## config.mk

```make
export PLATFORM = sky130hd
export DESIGN_NAME = pong_match_controller_flat
export DESIGN_NICKNAME = d
export VERILOG_FILES = /design/src/rtl/pong_match_controller_if.sv /design/src/rtl/pong_match_controller.sv /design/src/flat_wrapper.sv
export SDC_FILE = /design/constraint.sdc
export NUM_CORES = 1
export LEC_CHECK = 0
export ABC_AREA = 1
export CORE_ASPECT_RATIO = 1.4
export CORE_MARGIN = 2
export CORE_UTILIZATION = 50
export DETAILED_ROUTE_END_ITERATION = 7
export GPL_TIMING_DRIVEN = 1
export PLACE_DENSITY = 0.87
export SLEW_MARGIN = 0
export SYNTH_ARGS = -nofsm -noshare
export SYNTH_HDL_FRONTEND = slang
export SYNTH_SLANG_ARGS = --single-unit
```

## constraint.sdc

```tcl
create_clock -name clock -period 4.3 [get_ports clock]
set_input_delay 0.645 -clock clock [delete_from_list [all_inputs] [get_ports clock]]
set_output_delay 0.645 -clock clock [all_outputs]
set_load 0.05 [all_outputs]
```

## src/rtl/pong_match_controller_if.sv

```systemverilog
// Signal bundle between the Pong match controller and its game/display environment.
// The slave modport is the controller's view; the master modport is the environment's view.
interface pong_match_controller_if #(
    parameter int COORD_W = 6,
    parameter int SCORE_W = 4
);
    logic               frame_tick;
    logic               start;
    logic [COORD_W-1:0] ball_x;
    logic [COORD_W-1:0] ball_y;
    logic [COORD_W-1:0] p1_paddle_y;
    logic [COORD_W-1:0] p2_paddle_y;
    logic               ball_run;
    logic               ball_center;
    logic               serve_dir;
    logic [SCORE_W-1:0] p1_score;
    logic [SCORE_W-1:0] p2_score;
    logic [1:0]         winner;
    logic               point_pulse;
    logic [2:0]         state_out;

    modport slave (
        input  frame_tick, start, ball_x, ball_y, p1_paddle_y, p2_paddle_y,
        output ball_run, ball_center, serve_dir, p1_score, p2_score, winner,
               point_pulse, state_out
    );

    modport master (
        output frame_tick, start, ball_x, ball_y, p1_paddle_y, p2_paddle_y,
        input  ball_run, ball_center, serve_dir, p1_score, p2_score, winner,
               point_pulse, state_out
    );
endinterface

```

## src/rtl/pong_match_controller.sv

```systemverilog
// Match-level Pong controller: serve countdown, miss detection against both paddles,
// score keeping to a limit, winner latch and game-over hold.
module pong_match_controller #(
    parameter int COORD_W       = 6,
    parameter int GAME_WIDTH    = 40,
    parameter int PADDLE_HEIGHT = 6,
    parameter int SCORE_LIMIT   = 9,
    parameter int SCORE_W       = 4,
    parameter int SERVE_FRAMES  = 60,
    parameter int POINT_FRAMES  = 30
) (
    input  logic                    clock,
    input  logic                    reset_n,
    pong_match_controller_if.slave  bus
);

    typedef enum logic [2:0] {
        S_IDLE      = 3'd0,
        S_SERVE     = 3'd1,
        S_RUNNING   = 3'd2,
        S_POINT     = 3'd3,
        S_GAME_OVER = 3'd4
    } state_e;

    localparam int CNT_MAX = (SERVE_FRAMES > POINT_FRAMES) ? SERVE_FRAMES : POINT_FRAMES;
    localparam int CNT_W   = $clog2(CNT_MAX + 1);

    localparam logic [CNT_W-1:0]   SERVE_LAST = CNT_W'(SERVE_FRAMES - 1);
    localparam logic [CNT_W-1:0]   POINT_LAST = CNT_W'(POINT_FRAMES - 1);
    localparam logic [COORD_W-1:0] P2_COL     = COORD_W'(GAME_WIDTH - 1);
    localparam logic [COORD_W:0]   PAD_SPAN   = (COORD_W + 1)'(PADDLE_HEIGHT - 1);
    localparam logic [SCORE_W-1:0] LIMIT      = SCORE_W'(SCORE_LIMIT);

    state_e             state_q, state_d;
    logic [CNT_W-1:0]   cnt_q, cnt_d;
    logic [SCORE_W-1:0] p1_score_q, p1_score_d;
    logic [SCORE_W-1:0] p2_score_q, p2_score_d;
    logic [1:0]         winner_q, winner_d;
    logic               serve_dir_q, serve_dir_d;
    logic               point_pulse_q, point_pulse_d;
    logic               ball_run_q, ball_center_q;
    logic               start_q;

    logic               start_edge;
    logic [COORD_W:0]   ball_y_w, p1_top_w, p2_top_w;
    logic               p1_miss, p2_miss;

    assign start_edge = bus.start & ~start_q;

    // Paddle bottom is computed one bit wider so a paddle near the last row cannot wrap.
    assign ball_y_w = {1'b0, bus.ball_y};
    assign p1_top_w = {1'b0, bus.p1_paddle_y};
    assign p2_top_w = {1'b0, bus.p2_paddle_y};

    assign p1_miss = bus.frame_tick && (bus.ball_x == '0) &&
                     ((ball_y_w < p1_top_w) || (ball_y_w > p1_top_w + PAD_SPAN));
    assign p2_miss = bus.frame_tick && (bus.ball_x == P2_COL) &&
                     ((ball_y_w < p2_top_w) || (ball_y_w > p2_top_w + PAD_SPAN));

    always_comb begin
        // NOTE: every next-state value is defaulted first so no path can infer a latch.
        state_d       = state_q;
        cnt_d         = cnt_q;
        p1_score_d    = p1_score_q;
        p2_score_d    = p2_score_q;
        winner_d      = winner_q;
        serve_dir_d   = serve_dir_q;
        point_pulse_d = 1'b0;

        case (state_q)
            S_IDLE: begin
                if (start_edge) begin
                    state_d = S_SERVE;
                    cnt_d   = '0;
                end
            end
            S_SERVE: begin
                if (bus.frame_tick) begin
                    if (cnt_q == SERVE_LAST) begin
                        state_d = S_RUNNING;
                        cnt_d   = '0;
                    end else begin
                        cnt_d = cnt_q + 1'b1;
                    end
                end
            end
            S_RUNNING: begin
                // A point is served toward the player who just lost it.
                if (p1_miss) begin
                    p2_score_d    = p2_score_q + 1'b1;
                    serve_dir_d   = 1'b0;
                    point_pulse_d = 1'b1;
                    state_d       = S_POINT;
                    cnt_d         = '0;
                end else if (p2_miss) begin
                    p1_score_d    = p1_score_q + 1'b1;
                    serve_dir_d   = 1'b1;
                    point_pulse_d = 1'b1;
                    state_d       = S_POINT;
                    cnt_d         = '0;
                end
            end
            S_POINT: begin
                if (p1_score_q == LIMIT) begin
                    winner_d = 2'b01;
                    state_d  = S_GAME_OVER;
                end else if (p2_score_q == LIMIT) begin
                    winner_d = 2'b10;
                    state_d  = S_GAME_OVER;
                end else if (bus.frame_tick) begin
                    if (cnt_q == POINT_LAST) begin
                        state_d = S_SERVE;
                        cnt_d   = '0;
                    end else begin
                        cnt_d = cnt_q + 1'b1;
                    end
                end
            end
            S_GAME_OVER: begin
                if (start_edge) begin
                    p1_score_d  = '0;
                    p2_score_d  = '0;
                    winner_d    = 2'b00;
                    serve_dir_d = 1'b1;
                    state_d     = S_SERVE;
                    cnt_d       = '0;
                end
            end
            default: state_d = S_IDLE;
        endcase
    end

    // NOTE: sequential state uses non-blocking assignments so all registers update together.
    always_ff @(posedge clock) begin
        if (!reset_n) begin
            state_q       <= S_IDLE;
            cnt_q         <= '0;
            p1_score_q    <= '0;
            p2_score_q    <= '0;
            winner_q      <= 2'b00;
            serve_dir_q   <= 1'b1;
            point_pulse_q <= 1'b0;
            ball_run_q    <= 1'b0;
            ball_center_q <= 1'b1;
            start_q       <= 1'b0;
        end else begin
            state_q       <= state_d;
            cnt_q         <= cnt_d;
            p1_score_q    <= p1_score_d;
            p2_score_q    <= p2_score_d;
            winner_q      <= winner_d;
            serve_dir_q   <= serve_dir_d;
            point_pulse_q <= point_pulse_d;
            ball_run_q    <= (state_d == S_RUNNING);
            ball_center_q <= (state_d != S_RUNNING);
            start_q       <= bus.start;
        end
    end

    assign bus.state_out   = state_q;
    assign bus.ball_run    = ball_run_q;
    assign bus.ball_center = ball_center_q;
    assign bus.serve_dir   = serve_dir_q;
    assign bus.p1_score    = p1_score_q;
    assign bus.p2_score    = p2_score_q;
    assign bus.winner      = winner_q;
    assign bus.point_pulse = point_pulse_q;

endmodule
```

## src/flat_wrapper.sv

```systemverilog
// flat-port wrapper written by rule: the top's interface ports become plain ports
module pong_match_controller_flat 
#(
    parameter int COORD_W       = 6,
    parameter int GAME_WIDTH    = 40,
    parameter int PADDLE_HEIGHT = 6,
    parameter int SCORE_LIMIT   = 9,
    parameter int SCORE_W       = 4,
    parameter int SERVE_FRAMES  = 60,
    parameter int POINT_FRAMES  = 30
)
  (clock, reset_n, bus_frame_tick, bus_start, bus_ball_x, bus_ball_y, bus_p1_paddle_y, bus_p2_paddle_y, bus_ball_run, bus_ball_center, bus_serve_dir, bus_p1_score, bus_p2_score, bus_winner, bus_point_pulse, bus_state_out);
  pong_match_controller_if #(.COORD_W(COORD_W), .SCORE_W(SCORE_W)) bus_i ();
  input  logic clock;
  input  logic reset_n;
  input wire logic [$bits(bus_i.frame_tick)-1:0] bus_frame_tick;
  input wire logic [$bits(bus_i.start)-1:0] bus_start;
  input wire logic [$bits(bus_i.ball_x)-1:0] bus_ball_x;
  input wire logic [$bits(bus_i.ball_y)-1:0] bus_ball_y;
  input wire logic [$bits(bus_i.p1_paddle_y)-1:0] bus_p1_paddle_y;
  input wire logic [$bits(bus_i.p2_paddle_y)-1:0] bus_p2_paddle_y;
  output wire logic [$bits(bus_i.ball_run)-1:0] bus_ball_run;
  output wire logic [$bits(bus_i.ball_center)-1:0] bus_ball_center;
  output wire logic [$bits(bus_i.serve_dir)-1:0] bus_serve_dir;
  output wire logic [$bits(bus_i.p1_score)-1:0] bus_p1_score;
  output wire logic [$bits(bus_i.p2_score)-1:0] bus_p2_score;
  output wire logic [$bits(bus_i.winner)-1:0] bus_winner;
  output wire logic [$bits(bus_i.point_pulse)-1:0] bus_point_pulse;
  output wire logic [$bits(bus_i.state_out)-1:0] bus_state_out;
  assign bus_i.frame_tick = bus_frame_tick;
  assign bus_i.start = bus_start;
  assign bus_i.ball_x = bus_ball_x;
  assign bus_i.ball_y = bus_ball_y;
  assign bus_i.p1_paddle_y = bus_p1_paddle_y;
  assign bus_i.p2_paddle_y = bus_p2_paddle_y;
  assign bus_ball_run = bus_i.ball_run;
  assign bus_ball_center = bus_i.ball_center;
  assign bus_serve_dir = bus_i.serve_dir;
  assign bus_p1_score = bus_i.p1_score;
  assign bus_p2_score = bus_i.p2_score;
  assign bus_winner = bus_i.winner;
  assign bus_point_pulse = bus_i.point_pulse;
  assign bus_state_out = bus_i.state_out;
  pong_match_controller #(.COORD_W(COORD_W), .GAME_WIDTH(GAME_WIDTH), .PADDLE_HEIGHT(PADDLE_HEIGHT), .SCORE_LIMIT(SCORE_LIMIT), .SCORE_W(SCORE_W), .SERVE_FRAMES(SERVE_FRAMES), .POINT_FRAMES(POINT_FRAMES)) u_core (.clock(clock), .reset_n(reset_n), .bus(bus_i));
endmodule
```

==> impl_results.md, run 1 <==
* Hold_buf cts at 0
* Die width at about 60 um
* RSZ-0062 raised after global routing: false
* Clock sink count at 24
* DR iter-0 viols at 75
* First-pass GRT wire length at between 7000 and 8000 um
* Synthesis warning total at 0
* CTS tree: yes
* Hold path depth at 2
* Clock buffer depth at 2
* Setup WS pre-CTS at 945 ps
* Yosys reg bits at 24
* CTS Buf Count at 3
* Power Total at approximately 0.6 mW
* Fin area at 0.00269 mm2
* Hold_sp: u_core.bus.winner[0]
* Max Cap Viol at 0
* Row count at 28
* Hold WS at roughly 460 ps
* Arrival @ worst endpoint at 3250 ps
* Max Fclk at 325 MHz
* Core area at 0.00420 mm2
* PD cells at 224 mW/mm2
* DR WL/cell at ~11 um
* Die area at 0.00487 mm2
* Area of the multi-input gates at 0.00144 mm2
* IO Pins at 45
* Starting density of the core at 0.514
* Clock share of power at 0.335
* Synth async-reset ratio at 0
* Residual DRC at 0
* Synth top area share at 0.222
* Filler instances at 374
* Postcts setup bufs at 0
* Worst skew pair latency at 280 ps
* CP startpoint: bus_p2_paddle_y[0]
* Sw Share at 0.290
* CTS root buf: clkbuf_8
* Count leader, synth: nand2_1
* Port Buffers at 44
* Worst setup margin at 1220 ps
* Main synth FF type: dfxtp_1
* Hpwl dp at 3780 um
* Layout area overhead at 24.5%
* Static Leak at 1.27 nW
* Detailed Route WL at 4640 um
* Seq/Total Area, Yosys at 0.222
* Clk slew on worst S/H paths at approximately 90 ps
* Tmin final at 3080 ps
* Placed Area at approximately 0.0026 mm2
* Most frequent cells after synthesis: 70 x nand2_1, 39 x inv_1, 32 x ha_1
* Die height at roughly 82 um
* Post_cts resized at 0
* Antenna Cells at 0
* Gr ovfl total at 0
* Power Internal at 0.428 mW
* Period utilization at 0.716
* Post-route ant nets at 0
* Crit path kind: input port to register
* Worst VDD drop at 0.194 mV
* Gpl congestion at 0.869
* DRT Pass-1 Iters at 4
* Synthesized netlist cell count at 320
* Nets@finish at 424
* Avg Cell Area, Syn at 6.75 um2
* Clk_skew at slightly above 7 ps
* Syn_nets at 380
* Register-to-register setup slack at roughly 2400 ps
* DR vias/cell at 5.36
* Reg-to-Reg Start: u_core.bus.p2_score[1]
* Largest net degree at the start of global routing at 15
* Post-synth EDFFs at 0
* H-tree depth at 1
* Setup crit start kind: input port
* Crit Path Max Fanout at 13
* Final TNS setup at 0 ps
* Mapped Area at 0.00216 mm2
* R2R depth at 10
* Slew Viols, Final at 0
* Vias in the first global route at 2,008
* Final setup viols at 0
* Rel. slew slack at 0.511
* Worst R2R End: u_core.cnt_q[0]
* Synth top area cells: dfxtp_1 22%, ha_1 19%, nand2_1 12%, nand3_1 7.0%, inv_1 6.8%
* Logic gate share of total power at 0.267
* Final Hold Vio Count at 0
* FF+latch area at 480 um2
* Worst-Margin Slew at 732 ps
* GRT Total Usage at 0.208
* Status: finished clean
* P_sw at about 0.17 mW
* Post-synth top area cell: dfxtp_1
* Critical Path Sink: u_core.cnt_q[5]
* Synth cell types at 33
* Sequential group share of total power at 0.398
* Via count at 2,186
* Hold Crit Class: register to register
* Share of cells above drive strength 1 at 0.0909
* Antenna violations before repair at 0
* CP endpoint kind: register
* Worst Path Required at roughly 4500 ps
==> worst min-delay path by stage <==
stage / to / slack [ps]
floorplan: u_core.cnt_q[5] / 470
global placement: u_core.bus.winner[0] / 450
detailed placement: u_core.bus.winner[0] / 450
CTS: u_core.bus.winner[0] / 460
global route: u_core.bus.winner[0] / 470
finish: u_core.bus.winner[0] / 460
==> routing by layer <==
layer  vias up  global-route usage  routed length [um]
met1       972               0.207                1770
met4         0              0.0867                 109
met5         -                   0                   0
met3        14              0.0236                 208
li1       1118                   -                   -
met2        82               0.418                2550
==> worst max-delay path, stage by stage <==
cell and delay (ps):
clkdlybuf4s50_1 510, inv_1 70, o21ai_0 310, nand3_1 140, xor2_1 170, ha_1 290, nand2_1 70, nor2_1 120
nand3b_1 90, nand2_1 60, inv_1 40, nand2_1 40, nand2_1 50, nand2_1 120, nand3_2 230, a21oi_1 220
nor2_1 60
==> area by class of cell <==
class                   count  area share
multi-input cells         238       0.536
inverters                  53      0.0740
clock buffers               3      0.0154
repair buffers             44       0.164
clock inverters             1      0.0112
flip-flops and latches     24       0.179
well taps                  45      0.0209
==> power groups by stage <==
| stage | clock network, mW | registers [mW] | logic (mW) |
|---|---|---|---|
| 5_1_grt | 0.213 | 0.241 | 0.185 |
| 2_1_floorplan | 0 | 0.244 | 0.106 |
| 4_1_cts | 0.205 | 0.239 | 0.161 |
| 3_3_place_gp | 0 | 0.244 | 0.154 |
| 6_report | 0.202 | 0.240 | 0.161 |
| 3_5_place_dp | 0 | 0.245 | 0.160 |
==> placed cells by master (no fill, tap or decap), types with 2 or more instances in the layout <==
master           instances
nand2_1                 70
clkbuf_8                 3
nor2_1                  31
clkdlybuf4s50_1         44
ha_1                    32
o21ai_2                  2
nand3_1                 30
nor3_1                   2
nand3b_1                 4
clkinv_1                 3
o21ai_1                  3
nand4_1                  5
nor2_2                   4
inv_1                   39
dfxtp_1                 24
a21oi_1                 19
nand2_2                  4
a211oi_2                 2
inv_2                   11
o21ai_0                  7
xor2_1                  13
==> metrics by stage <==
stage,std cells,utilization
floorplan,320,-
global placement,404,0.623
detailed placement,404,0.623
CTS,408,0.640
global route,408,0.640
finish,408,0.640
==> flip-flops by register name (all words and copies together), names as in the netlist <==
| register | cells |
|---|---|
| u_core.bus.point_pulse | 1 |
| u_core.bus.ball_center | 1 |
| u_core.bus.p1_score | 4 |
| u_core.bus.state_out | 3 |
| u_core.start_q | 1 |
| u_core.bus.p2_score | 4 |
| u_core.bus.serve_dir | 1 |
| u_core.bus.ball_run | 1 |
| u_core.cnt_q | 6 |
| u_core.bus.winner | 2 |
==> cells by family (layout without fill, tap and decap cells) <==
kind of cell	after synthesis	count (layout)	share of synthesized area
AND/OR/NAND/NOR	155	155	0.325
adder cells (fa/ha/maj)	32	32	0.185
buffers and inverters	58	101	0.110
AO/OA/AOI/OAI	38	38	0.104
XOR/XNOR	13	13	0.0527
flip-flops	24	24	0.222
Power figures use the tool's default switching activity.
==> inputs of run 2 (changes only) <==
CORE_UTILIZATION = 47   (was 50)
PLACE_DENSITY = 0.86   (was 0.87)
clock period = 2.65 ns   (was 4.3 ns; I/O delays follow)
==> impl_results.md, run 2 (synthesis gave the netlist of run 1 again) <==
* Status: finished clean
* Largest net degree at the start of global routing at 15 (unchanged)
* CP endpoint kind: register
* Most flop-heavy register: u_core.cnt_q
* Placed Area at 0.00279 mm2 (+6.5%)
* First-pass GRT wire length at 9050 um (+13%)
* Worst VDD drop at 0.191 mV (-1.7%)
* Post-route ant nets at 0 (unchanged)
* Max Cap Viol at 0 (unchanged)
* Nets@finish at 446 (+5.2%)
* Port Buffers at 44 (unchanged)
* CTS tree: yes
* Clock buffer depth at 2 (unchanged)
* Static Leak at 1.42 nW (+12%)
* Die area at 0.00516 mm2 (+6.0%)
* Worst-Margin Slew at 551 ps (-180 ps)
* Row count at 29 (+3.6%)
* Crit path kind: input port to register
* Most common cell after layout, fill and taps aside: nand2_1
* Clock sink count at 24 (unchanged)
* Worst Path Required at 2820 ps (-1650 ps)
* Antenna violations before repair at 0 (unchanged)
* Clk_skew at 5.43 ps (-1.71 ps)
* CP Buf/Inv Count at 4 (+1)
* Delay of the slowest critical-path stage at 490 ps (-20 ps)
* H-tree depth at 1 (unchanged)
* Filler instances at 349 (-6.7%)
* Die width at 61.3 um (+2.9%)
* CTS root buf: clkbuf_8
* IO Pins at 45 (unchanged)
* Crit Path Max Fanout at 6 (-7)
* Fin area at 0.00297 mm2 (+10%)
* Core area at 0.00446 mm2 (+6.2%)
* Hold Crit Class: register to register
* Starting density of the core at 0.484 (-0.0298)
* Met2 WL at 3210 um (+26%)
* Period utilization at 0.928
* Routed met3 length at 211 um (+1.4%)
* Share of cells above drive strength 1 at 0.177 (+0.0857)
* Hold WS at 466 ps (+3.44 ps)
* Gr ovfl total at 0 (unchanged)
* Worst skew pair latency at 270 ps (about the same)
* DR iter-0 viols at 49 (-35%)
* DR WL/cell at 12.3 um (+8.4%)
* Layout area overhead at 37.5%
* Max reg flops at 6 (unchanged)
* Setup crit start kind: input port
* Die height at 84.2 um (+3.0%)
* RSZ-0062 raised after global routing: false
* Commonest non-fill, non-tap cells in the layout: 67 x nand2_1, 40 x clkdlybuf4s50_1, 39 x inv_1, 30 x nor2_1, 30 x ha_1
* Detailed Route WL at 5510 um (+19%)
* Max Fclk at 407 MHz
* Final setup viols at 0 (unchanged)
* Slew Viols, Final at 0 (unchanged)
* GRT Total Usage at 0.222 (+0.0140)
* Final Hold Vio Count at 0 (unchanged)
* CTS Buf Count at 3 (unchanged)
* Via count at 2,335 (+6.8%)
* PD cells at 344 mW/mm2 (+53%)
* Vias in the first global route at 2,327 (+16%)
* Delay-heaviest family, CP: simple AND/OR/NAND/NOR gates
* DRT Pass-1 Iters at 4 (unchanged)
* Crit-path cells: clkdlybuf4s50_1, inv_2, o21ai_2, nand3_2, xor2_1, ha_1, nand2_1, nor2_2, nand3_1, nand2_1, inv_1, nand2_1, nand2_1, nand2_4, buf_4, nand3_4, a21oi_2, nor2_1
* Clk slew on worst S/H paths at 90 ps (about the same)
* Metal1 wirelength at 1960 um (+10%)
* CP most frequent cell: nand2_1
* Slowest CP cell: clkdlybuf4s50_1
* Rel. slew slack at 0.632 (+0.121)
* Residual DRC at 0 (unchanged)
* Tmin final at 2460 ps
* Arrival @ worst endpoint at 2630 ps (-620 ps)
* Antenna Cells at 0 (unchanged)
* DR vias/cell at 5.22 (-2.5%)
* Gpl congestion at 0.839 (-3.5%)
* Hpwl dp at 4290 um (+13%)
* Uppermost layer routed: met4
## run 2: cell types whose count changed in the layout (fill, tap and decap cells not counted), sizes merged
| cell | change |
|---|---|
| buf | +21 |
| dlymetal6s2s | +4 |
| nand3 | +1 |
| clkdlybuf4s50 | -4 |
## run 2: through the flow
step / setup WS [ps] / TNS (ps) / power [mW] / cells / utilization
CTS: 12.8 / 0 / 1.00 / 445 / 0.643
detailed placement: -377 / -5470 / 0.684 / 441 / 0.625
finish: 191 / 0 / 1.02 / 447 / 0.665
global route: 12.5 / 0 / 1.08 / 447 / 0.665
global placement: -256 / -3380 / 0.667 / 441 / 0.625
floorplan: 423 / 0 / 0.568 / 320 / -
## run 2: layout make-up
type                       count  area, um2  area share
clock buffer                   3       41.3      0.0139
tap                           62       77.6      0.0261
clock inverter                 1       30.0      0.0101
multi-input combinational    239       1530       0.516
sequential                    24        480       0.162
timing repair buffer          65        608       0.205
inverter                      53        199      0.0670
## run 2: worst paths after layout
check / cells after the start / slack [ps] / start / endpoint
hold / removal: 2 / 470 / u_core.bus.winner[0] / u_core.bus.winner[0]
setup reg to reg: 9 / 790 / u_core.cnt_q[1] / u_core.cnt_q[5]
hold reg to reg: 2 / 470 / u_core.bus.winner[0] / u_core.bus.winner[0]
setup / recovery: 18 / 190 / bus_p1_paddle_y[2] / u_core.cnt_q[1]
## run 2: routing by layer
| layer | vias to the layer above | GRT usage |
|---|---|---|
| met5 | - | 0 |
| met4 | 0 | 0.123 |
| met3 | 12 | 0.0216 |
| met2 | 96 | 0.426 |
| met1 | 1064 | 0.214 |
| li1 | 1163 | - |
## run 2: timing repair
action | in CTS | in global routing
pin swaps | 1 | 11
resized for setup | 3 | 22
hold buffers | 0 | 0
setup endpoints to repair | 11 | 19
buffers inserted | 0 | 1
cloned | 0 | 1
## run 2: tightest hold or removal path: stages, from the launching register on
cell     delay (ps)
dfxtp_1         320
nand2_1          60
a21oi_1          50
## run 2: where the power goes
part / switching, mW / internal [mW] / total, mW
clock network: 0.126 / 0.202 / 0.328
logic: 0.158 / 0.143 / 0.301
registers: 0.0184 / 0.372 / 0.391
total: 0.303 / 0.717 / 1.02
==> inputs of run 3 (changes only) <==
CORE_UTILIZATION = 50   (was 47)
PLACE_DENSITY = 0.87   (was 0.86)
clock period = 2.3 ns   (was 2.65 ns; I/O delays follow)
==> impl_results.md, run 3 (synthesis gave the netlist of run 1 again) <==
* Status: finished clean
* CTS Buf Count at 3 (unchanged)
* Die width at 59.5 um (-2.8%)
* Gpl congestion at 0.825 (-1.6%)
* Port Buffers at 44 (unchanged)
* Slew Viols, Final at 0 (unchanged)
* Residual DRC at 0 (unchanged)
* Clock sink count at 24 (unchanged)
* Hold Crit Class: register to register
* Hold path depth at 2 (unchanged)
* Clock buffer depth at 2 (unchanged)
* Max Fclk at 462 MHz
* R2R depth at 8 (-1)
* Most flop-heavy register: u_core.cnt_q
* CP endpoint kind: register
* Max Cap Viol at 0 (unchanged)
* Logic gate share of total power at 0.306 (+0.011)
* Power Total at 1.19 mW (+16%)
* Layout area overhead at 39.2%
* Rel. slew slack at 0.583 (-0.0489)
* Clk slew on worst S/H paths at 90 ps (about the same)
* Post-route ant nets at 0 (unchanged)
* Arrival @ worst endpoint at 2340 ps (-290 ps)
* Nets@finish at 449 (+0.67%)
* Reg-to-Reg Start: u_core.bus.state_out[2]
* Worst skew pair latency at 270 ps (about the same)
* Register-to-register setup slack at 440 ps (-350 ps)
* Worst Path Required at 2470 ps (-350 ps)
* P_sw at 0.356 mW (+18%)
* Finished Layout Cells at 433 (-3.1%)
* Area of the multi-input gates at 0.00158 mm2 (+3.2%)
* Crit Path Max Fanout at 7 (+1)
* Largest net degree at the start of global routing at 15 (unchanged)
* DR WL/cell at 13.0 um (+5.1%)
* Tmin final at 2170 ps
* Via count at 2,333 (-0.086%)
* H-tree depth at 1 (unchanged)
* Clk_skew at 3.95 ps (-1.48 ps)
* Die area at 0.00487 mm2 (-5.7%)
* Power Internal at 0.832 mW (+16%)
* GRT Total Usage at 0.243 (+0.0208)
* Antenna Cells at 0 (unchanged)
* Filler instances at 311 (-11%)
* Worst R2R End: u_core.bus.p1_score[1]
* Hpwl dp at 4170 um (-2.7%)
* Commonest non-fill, non-tap cells in the layout: 62 x nand2_1, 39 x inv_1, 34 x clkdlybuf4s50_1, 30 x ha_1, 29 x nor2_1
* CP startpoint: bus_p2_paddle_y[1]
* Worst-Margin Slew at 625 ps (+73.2 ps)
* Final setup viols at 0 (unchanged)
* Sw Share at 0.300 (+0.00332)
* Detailed Route WL at 5610 um (+1.9%)
* PD cells at 395 mW/mm2 (+15%)
* Placed Cells at 425 (-3.6%)
* Gr ovfl total at 0 (unchanged)
* Clock share of power at 0.316 (-0.005)
* Die height at 81.8 um (-2.9%)
* Core area at 0.00420 mm2 (-5.8%)
* First-pass GRT wire length at 9210 um (+1.8%)
* Antenna violations before repair at 0 (unchanged)
* Starting density of the core at 0.514 (+0.0298)
* Static Leak at 1.45 nW (+1.9%)
* CTS root buf: clkbuf_8
* Sequential group share of total power at 0.379 (-0.004)
* Core Util, Final at 0.715 (+0.0496)
* Period utilization at 0.942
* Setup crit start kind: input port
* FF+latch area at 480 um2 (unchanged)
* Final Hold Vio Count at 0 (unchanged)
* DR iter-0 viols at 85 (+73%)
* Most common cell after layout, fill and taps aside: nand2_1
* Worst VDD drop at 0.257 mV (+34%)
* Vias in the first global route at 2,314 (-0.56%)
* Crit path kind: input port to register
* DR vias/cell at 5.39 (+3.1%)
* Share of cells above drive strength 1 at 0.222 (+0.0450)
* Max reg flops at 6 (unchanged)
* CTS tree: yes
* Row count at 28 (-3.4%)
* Critical Path Sink: u_core.cnt_q[5]
* IO Pins at 45 (unchanged)
* Final TNS setup at 0 ps (unchanged)
* DRT Pass-1 Iters at 5 (+1)
[run 3: cell types whose count changed in the layout (fill, tap and decap cells not counted), sizes merged]
cell / delta
clkdlybuf4s15: +1
clkdlybuf4s50: -6
dlygate4sd2: +2
clkbuf: +3
buf: +3
[run 3: layout make-up]
cell class / instances / area share
multi-input combinational: 239 / 0.526
timing repair buffer: 68 / 0.205
sequential: 24 / 0.160
inverter: 53 / 0.0662
tap: 45 / 0.0187
clock buffer: 3 / 0.0137
clock inverter: 1 / 0.00999
[run 3: per-layer routing]
| metal | global-route usage | part of all wire | up-vias |
|---|---|---|---|
| li1 | - | - | 1166 |
| met1 | 0.239 | 0.37 | 1065 |
| met2 | 0.465 | 0.56 | 83 |
| met3 | 0.0394 | 0.044 | 19 |
| met4 | 0.138 | 0.030 | 0 |
| met5 | 0 | 0 | - |
[run 3: repair_timing]
action | 4_1_cts | 5_1_grt
gates resized for setup | 32 | 22
setup endpoints to repair | 19 | 19
hold buffers | 0 | 0
hold endpoints to repair | 0 | 0
pin swaps | 13 | 15
setup buffers | 2 | 1
cloned | 1 | 0
[run 3: worst min-delay path by stage]
stage / to / slack [ps] / from
floorplan: u_core.start_q / 440 / bus_start
global route: u_core.bus.serve_dir / 510 / u_core.bus.serve_dir
finish: u_core.bus.winner[1] / 470 / u_core.bus.winner[1]
global placement: u_core.bus.winner[0] / 450 / u_core.bus.winner[0]
CTS: u_core.bus.winner[1] / 470 / u_core.bus.winner[1]
detailed placement: u_core.bus.winner[1] / 460 / u_core.bus.winner[1]
[run 3: critical path, cell delays in order]
cell and delay, ps:
clkdlybuf4s15_1 190, inv_1 60, o21ai_2 170, nand3_2 100, xor2_1 150, ha_1 310
nand2_2 70, nor2_2 90, nand3b_1 90, nand2_1 80, inv_1 40, nand2_1 60
nand2_2 60, nand2_4 120, nand3_4 150, a21oi_2 190, nor2_1 50
[run 3: power by group through the flow]
stage / combinational [mW] / sequential, mW / clock (mW)
floorplan: 0.198 / 0.456 / 0
global placement: 0.314 / 0.456 / 0
detailed placement: 0.331 / 0.457 / 0
CTS: 0.350 / 0.449 / 0.374
global route: 0.408 / 0.454 / 0.400
finish: 0.363 / 0.450 / 0.375
[run 3: through the flow]
| step | hold WS, ps | setup WS (ps) | cell area, um2 |
|---|---|---|---|
| after floorplan | 438 | 125 | 2160 |
| after global placement | 448 | -563 | 2780 |
| after detailed placement | 458 | -669 | 2780 |
| after CTS | 470 | 6.91 | 2960 |
| after global routing | 514 | -27.5 | 3010 |
| final | 466 | 134 | 3010 |
